## src/rtl/hazard_fwd_ctrl.sv

```systemverilog
// hazard_fwd_ctrl
//   Pipeline hazard unit: selects operand forwarding for the ID-stage sources,
//   detects load-use hazards and (optionally) stalls on a busy multiply/divide
//   unit.
//
//   Optional feature: define HAZARD_MDU_STALL_EN to build the MDU busy counter
//   and the MDU stall. Without it mdu_busy is tied low and the MDU inputs are
//   ignored.
//
// Parameters
//   MULT_CYCLES  busy cycles for a multiply (1..63)
//   DIV_CYCLES   busy cycles for a divide   (1..63)
//
// Ports
//   clk, rst                     clock, synchronous active-high reset
//   ID_rs, ID_rt                 ID source register numbers
//   ID_useRS, ID_useRT           ID instruction reads rs / rt
//   ID_useHL, ID_mduOp           ID reads HI/LO / ID is mult or div
//   EX_wr, EX_rd, EX_isLoad      EX writes a GPR, its destination, is a load
//   EX_mduStart, EX_mduDiv       EX launches an MDU op (1 = div, 0 = mult)
//   MEM_wr, MEM_rd               MEM writes a GPR, its destination
//   MUX4Sel, MUX5Sel             rs / rt forward select: 00 GPR, 01 EX, 10 MEM
//   PC_stall, IF_ID_stall        hold PC / hold IF/ID
//   ID_EX_flush                  insert a bubble into ID/EX
//   mdu_busy                     MDU op in progress
module hazard_fwd_ctrl #(
    parameter int unsigned MULT_CYCLES = 5,
    parameter int unsigned DIV_CYCLES  = 32
) (
    input  logic       clk,
    input  logic       rst,
    input  logic [4:0] ID_rs,
    input  logic [4:0] ID_rt,
    input  logic       ID_useRS,
    input  logic       ID_useRT,
    input  logic       ID_useHL,
    input  logic       ID_mduOp,
    input  logic       EX_wr,
    input  logic [4:0] EX_rd,
    input  logic       EX_isLoad,
    input  logic       EX_mduStart,
    input  logic       EX_mduDiv,
    input  logic       MEM_wr,
    input  logic [4:0] MEM_rd,
    output logic [1:0] MUX4Sel,
    output logic [1:0] MUX5Sel,
    output logic       PC_stall,
    output logic       IF_ID_stall,
    output logic       ID_EX_flush,
    output logic       mdu_busy
);

    // Forward select for one source operand. A load in EX has no data yet,
    // so it is never an EX forwarding source; the load-use stall covers it.
    function automatic logic [1:0] fwd_sel(input logic use_src, input logic [4:0] src,
                                           input logic ex_wr, input logic [4:0] ex_rd,
                                           input logic ex_load, input logic mem_wr,
                                           input logic [4:0] mem_rd);
        logic [1:0] sel;
        sel = 2'b00;
        if (use_src && ex_wr && !ex_load && (ex_rd != 5'd0) && (ex_rd == src)) begin
            sel = 2'b01;
        end else if (use_src && mem_wr && (mem_rd != 5'd0) && (mem_rd == src)) begin
            sel = 2'b10;
        end
        return sel;
    endfunction

    logic [1:0] fwd_rs;
    logic [1:0] fwd_rt;
    logic       load_use;
    logic       mdu_stall;
    logic       mdu_busy_int;
    logic       stall;

    always_comb begin
        fwd_rs = fwd_sel(ID_useRS, ID_rs, EX_wr, EX_rd, EX_isLoad, MEM_wr, MEM_rd);
        fwd_rt = fwd_sel(ID_useRT, ID_rt, EX_wr, EX_rd, EX_isLoad, MEM_wr, MEM_rd);
    end

    always_comb begin
        load_use = EX_isLoad && EX_wr && (EX_rd != 5'd0) &&
                   ((ID_useRS && (EX_rd == ID_rs)) || (ID_useRT && (EX_rd == ID_rt)));
    end

`ifdef HAZARD_MDU_STALL_EN
    localparam logic [5:0] MultLoad = 6'(MULT_CYCLES);
    localparam logic [5:0] DivLoad  = 6'(DIV_CYCLES);

    logic [5:0] mdu_cnt_q;
    logic [5:0] mdu_cnt_d;
    // High for the first cycle after reset so a start held across reset
    // does not launch an op.
    logic       rst_dly_q;

    always_comb begin
        mdu_cnt_d = mdu_cnt_q;
        if (EX_mduStart && !rst_dly_q && (mdu_cnt_q <= 6'd1)) begin
            mdu_cnt_d = EX_mduDiv ? DivLoad : MultLoad;
        end else if (mdu_cnt_q != 6'd0) begin
            mdu_cnt_d = mdu_cnt_q - 6'd1;
        end
    end

    always_ff @(posedge clk) begin
        if (rst) begin
            mdu_cnt_q <= 6'd0;
            rst_dly_q <= 1'b1;
        end else begin
            mdu_cnt_q <= mdu_cnt_d;
            rst_dly_q <= 1'b0;
        end
    end

    always_comb begin
        mdu_busy_int = (mdu_cnt_q != 6'd0);
        mdu_stall    = mdu_busy_int && (ID_useHL || ID_mduOp);
    end
`else
    logic unused_mdu;

    always_comb begin
        mdu_busy_int = 1'b0;
        mdu_stall    = 1'b0;
        unused_mdu   = ^{clk, EX_mduStart, EX_mduDiv, ID_useHL, ID_mduOp};
    end
`endif

    always_comb begin
        stall       = !rst && (load_use || mdu_stall);
        MUX4Sel     = rst ? 2'b00 : fwd_rs;
        MUX5Sel     = rst ? 2'b00 : fwd_rt;
        PC_stall    = stall;
        IF_ID_stall = stall;
        ID_EX_flush = stall;
        mdu_busy    = !rst && mdu_busy_int;
    end

endmodule

```

## config.mk

```make
export PLATFORM = sky130hd
export DESIGN_NAME = hazard_fwd_ctrl
export DESIGN_NICKNAME = d
export VERILOG_FILES = /design/src/rtl/hazard_fwd_ctrl.sv
export SDC_FILE = /design/constraint.sdc
export NUM_CORES = 1
export LEC_CHECK = 0
export ABC_AREA = 1
export CAP_MARGIN = 20
export CORE_MARGIN = 4
export CORE_UTILIZATION = 31
export DETAILED_ROUTE_END_ITERATION = 10
export PLACE_DENSITY = 0.8
export SYNTH_ARGS = -nofsm -noshare
export SYNTH_HDL_FRONTEND = slang
export SYNTH_SLANG_ARGS = --single-unit
export TNS_END_PERCENT = 50
```

## constraint.sdc

```tcl
create_clock -name vclk -period 1.13
set_clock_uncertainty 0.1 [all_clocks]
set_input_delay 0.226 -clock vclk [all_inputs]
set_output_delay 0.226 -clock vclk [all_outputs]
set_load 0.01 [all_outputs]
```

==> flow_metrics.tcl, run 1 <==
set metrics [dict create \
    status "complete, but fails checks" \
    violations "negative setup slack" \
    dp_hpwl_um 1411 \
    leakage_nw 0.4679 \
    antennaDiodeCount 0 \
    final_cell_area_um2 892.1 \
    synth_fp_nets 135 \
    drt-met1-wl_um 691 \
    portBuffers 33 \
    final_layout_size_suffix_gt1_share_pct 54.01 \
    critPathKind "in2out" \
    n_sequential_cell 0 \
    p_int_uw 144.6 \
    pwr-share-clk_pct 0 \
    hold_ws_ns 0.7571 \
    post_cts_buffers 0 \
    critPathArrivalTime_ns 1.08 \
    p_sw_share_pct 51.18 \
    ir_drop_mv 0.1885 \
    drc 0 \
    overflow 0 \
    clockBufferCount 0 \
    syn_to_final_growth_pct 86.16 \
    powerDensity_nw_per_um2 331.9 \
    routed_wl_um 1790 \
    most-common-layout-cells "nand2_1, buf_2, nor2_1, buf_6, inv_2" \
    endpoint_kind "output pin" \
    fill_cells 137 \
    synth_warnings 0 \
    dr.max_layer_used "met4" \
    drt_pass1_iterations 4 \
    hold_violations 0 \
    setup_viol 7 \
    grt_pass1_wl_um 2497 \
    synthesis.area_um2 479.2 \
    placed_area_um2 835.8 \
    drt_iter0_drc 2 \
    cap_violations 0 \
    initial_utilization_pct 34.66 \
    fin_crit_ns 1.407 \
    final-seq-area_um2 0 \
    num_vias 714 \
    ys_seq_area_share_pct 0 \
    die_w_um 47.32 \
    p_comb_share_pct 100.0 \
    antenna_found_initial 0 \
    num_rows 13 \
    avgViaCountPerCell 4.697 \
    switchingPower_uw 151.5 \
    coreArea_um2 1383 \
    cp_max_fo 4 \
    final_util_pct 64.52 \
    synth_area_per_cell_um2 4.608 \
    critPathLaunchType "primary input" \
    avgRoutedWirePerCell_um 11.78 \
    drv_slew 0 \
    grt_pass1_vias 639 \
    worst_slack_ns -0.2773 \
    report.power.total_uw 296.1 \
    power_frac_seq_pct 0 \
    final.period_utilization_pct 124.5 \
    track_usage_pct 14.94 \
    rsz0062_at_grt "yes" \
    ant_nets 0 \
    wl_met2_um 966 \
    die_h_um 47.32 \
    wl_met3_um 98 \
    layout.cells.non_filler 152 \
    cp_data_required_time_ns 0.80 \
    max_freq_mhz 710.6 \
    nets 170 \
    mostFrequentLayoutCell "nand2_1" \
    die-area_um2 2239 \
    gp_congestion 0.8364 \
    postSynthCellCount 104 \
    placed_cells 152 \
    ioPinCount 39 \
    hp-class "in2out" \
    grt_start_max_net_pins 5 \
    synth.distinct_cells 14 \
]
## metrics by stage
stage	setup WS [ns]	TNS, ns
2_1_floorplan	-0.1257	-0.2515
3_5_place_dp	-1.144	-7.679
3_3_place_gp	-1.091	-7.451
4_1_cts	-0.2486	-1.551
5_1_grt	-0.3559	-2.036
6_report	-0.2773	-1.586
## cells by family after synthesis
family	synth area share, %
XOR/XNOR	9.138
buffers and inverters	18.80
other	0.7825
AO/OA/AOI/OAI	2.871
AND/OR/NAND/NOR	68.41
## power groups by stage
stage               clock (mW)  sequential (mW)  combinational [mW]
finish                       0                0               0.296
global route                 0                0               0.322
detailed placement           0                0               0.251
floorplan                    0                0               0.111
global placement             0                0               0.248
CTS                          0                0               0.257
## critical path, cell delays in order
cell and delay, ns:
buf_6 0.07, inv_2 0.04, nand2_1 0.06, nand2_2 0.06, nor2_2 0.16, nand3_4 0.11
nor2_1 0.14, nor2_1 0.06, buf_2 0.14
## path summary, 6_finish.rpt
| kind | start | to | slack [ns] | cells after the start |
|---|---|---|---|---|
| setup / recovery | EX_rd[2] | MUX5Sel[1] | -0.28 | 9 |
| hold / removal | rst | MUX5Sel[0] | 0.76 | 4 |
## timing repair
item / CTS / global route
pin swaps: 25 / 19
endpoints found under the setup margin: 7 / 7
gates resized for setup: 153 / 30
hold buffers: 0 / 0
## per-layer routing
| metal | global-route usage [%] | vias up |
|---|---|---|
| met5 | 0 | - |
| li1 | - | 376 |
| met2 | 28.34 | 20 |
| met3 | 1.533 | 2 |
| met4 | 3.315 | 0 |
| met1 | 17.59 | 316 |
## cell type report
type | instances | area [um^2] | share of cell area, %
multi-input cells | 83 | 490.5 | 54.98
repair buffers | 36 | 310.3 | 34.78
inverters | 18 | 72.57 | 8.135
well taps | 15 | 18.77 | 2.104
## cell usage after synthesis (all sizes together)
library cell  number  area share, %
a21oi              1            1.8
buf                3            4.7
conb               1           0.78
inv               18             14
nand2             42             33
nand3              5            7.3
nand4              4            5.2
nor2              22             19
nor3               2            4.2
o21ai              1            1.0
xnor2              5            9.1
Power figures use the tool's default switching activity.
==> run 2: changes to the inputs <==
--- a/config.mk
+++ b/config.mk
@@ -6,11 +6,11 @@
 export NUM_CORES = 1
 export LEC_CHECK = 0
 export ABC_AREA = 1
-export CAP_MARGIN = 20
 export CORE_MARGIN = 4
 export CORE_UTILIZATION = 31
 export DETAILED_ROUTE_END_ITERATION = 10
 export PLACE_DENSITY = 0.8
+export RECOVER_POWER = 100
 export SYNTH_ARGS = -nofsm -noshare
 export SYNTH_HDL_FRONTEND = slang
 export SYNTH_SLANG_ARGS = --single-unit
==> results of run 2 <==
Same layout as run 1: the final DEF is identical, and so are final timing and power.
==> run 3: changes to the inputs <==
--- a/config.mk
+++ b/config.mk
@@ -11,6 +11,7 @@
 export DETAILED_ROUTE_END_ITERATION = 10
 export PLACE_DENSITY = 0.8
 export RECOVER_POWER = 100
+export SKIP_LAST_GASP = 1
 export SYNTH_ARGS = -nofsm -noshare
 export SYNTH_HDL_FRONTEND = slang
 export SYNTH_SLANG_ARGS = --single-unit
==> constraint.sdc (replaced) <==
create_clock -name vclk -period 1.13
set_clock_uncertainty 0.1 [all_clocks]
set_input_delay 0.226 -clock vclk [all_inputs]
set_output_delay 0.226 -clock vclk [all_outputs]
set_load 0.005 [all_outputs]
==> flow_metrics.tcl, run 3 (synthesized netlist as in run 1, its figures left out) <==
set metrics [dict create \
    hp-class "in2out" \
    ant_nets 0 \
    worst_slack_ns -0.2815 \
    min_path_cells 3 \
    die_h_um 47.32 \
    routed_wl_um 1837 \
    drv_slew 0 \
    cp_max_fo 3 \
    final_util_pct 63.80 \
    cap_violations 0 \
    drt_pass1_iterations 4 \
    num_rows 13 \
    ir_drop_mv 0.1580 \
    hold_violations 0 \
    critPathArrivalTime_ns 1.09 \
    grt_pass1_vias 648 \
    track_usage_pct 16.08 \
    violations "negative setup slack" \
    powerDensity_nw_per_um2 325.7 \
    die-area_um2 2239 \
    fin_crit_ns 1.412 \
    die_w_um 47.32 \
    avgViaCountPerCell 4.761 \
    leakage_nw 0.4692 \
    setup_viol 7 \
    grt_pass1_wl_um 2677 \
    pre_cts_ws_ns -1.108 \
    hp-start "rst" \
    critPathKind "in2out" \
    grt_start_max_net_pins 6 \
    final.period_utilization_pct 124.9 \
    n_sequential_cell 0 \
    antennaDiodeCount 0 \
    critPathLaunchType "primary input" \
    gp_congestion 0.7651 \
    dp_hpwl_um 1394 \
    most-common-layout-cells "nand2_1, buf_2, nor2_2, buf_6, inv_2" \
    multiInputGateArea_um2 459.2 \
    nets 173 \
    placed_area_um2 830.8 \
    ioPinCount 39 \
    mostFrequentLayoutCell "nand2_1" \
    fill_cells 136 \
    final_layout_size_suffix_gt1_share_pct 52.86 \
    initial_utilization_pct 34.66 \
    overflow 0 \
    final-seq-area_um2 0 \
    hold_ws_ns 0.7776 \
    drc 0 \
    cp_data_required_time_ns 0.80 \
    status "complete, but fails checks" \
    coreArea_um2 1383 \
    antenna_found_initial 0 \
    postCtsHoldBufs 0 \
    clockBufferCount 0 \
    rsz0062_at_grt "yes" \
    drt_iter0_drc 20 \
    max_freq_mhz 708.4 \
    final_cell_area_um2 882.1 \
    hold_path_end "MUX5Sel[0]" \
    endpoint_kind "output pin" \
    num_vias 738 \
    avgRoutedWirePerCell_um 11.85 \
    syn_to_final_growth_pct 84.07 \
    portBuffers 33 \
]
==> run 3: changes by cell type in the layout (fill, tap and decap cells not counted), sizes merged <==
cell	previous run	this run
buf	32	31
clkdlybuf4s15	0	4
==> run 3: worst max-delay path, cell delays in order <==
cell     delay (ns)
buf_8          0.11
nor2_4         0.09
nand4_1        0.16
nand3_2        0.15
buf_6          0.12
nor2_2         0.03
nor2_1         0.08
buf_2          0.12
==> run 3: cell type report <==
type	count	share of cell area, %
multi-input combinational	83	52.06
timing repair buffer	39	37.59
inverter	18	8.227
tap	15	2.128
==> run 3: how the worst max path moves through the flow <==
| stage | start | slack (ns) | cells after the start | to |
|---|---|---|---|---|
| after floorplan | ID_rs[4] | -0.08 | 7 | IF_ID_stall |
| after global placement | EX_rd[1] | -1.07 | 8 | ID_EX_flush |
| after detailed placement | EX_rd[1] | -1.11 | 8 | IF_ID_stall |
| after CTS | EX_rd[1] | -0.25 | 8 | MUX4Sel[1] |
| after global routing | EX_rd[0] | -0.33 | 8 | MUX4Sel[1] |
| final | EX_rd[0] | -0.28 | 8 | MUX4Sel[1] |
==> run 3: per-layer routing <==
metal / up-vias / share of wire [%] / track usage, %
met4: 0 / 0 / 0
met1: 325 / 40 / 21.11
met5: - / 0 / 0
met2: 26 / 53 / 30.48
li1: 387 / - / -
met3: 0 / 7.0 / 0.3831
==> run 3: power breakdown <==
part / internal, mW / leakage [nW] / switching (mW)
combinational: 0.143 / 0.469 / 0.145
sequential: 0 / 0 / 0
clock: 0 / 0 / 0
==> run 3: per-stage QoR <==
stage	total power, mW	TNS, ns	cells
3_5_place_dp	0.2513	-7.474	152
4_1_cts	0.2658	-1.495	155
6_report	0.2873	-1.820	155
2_1_floorplan	0.1095	-0.1597	104
3_3_place_gp	0.2478	-7.238	152
5_1_grt	0.3123	-2.123	155
==> run 3: what timing repair did <==
action	CTS	global route
hold endpoints to repair	0	0
endpoints found under the setup margin	7	7
buffers inserted	4	0
pin swaps	35	19
gates resized for setup	149	19
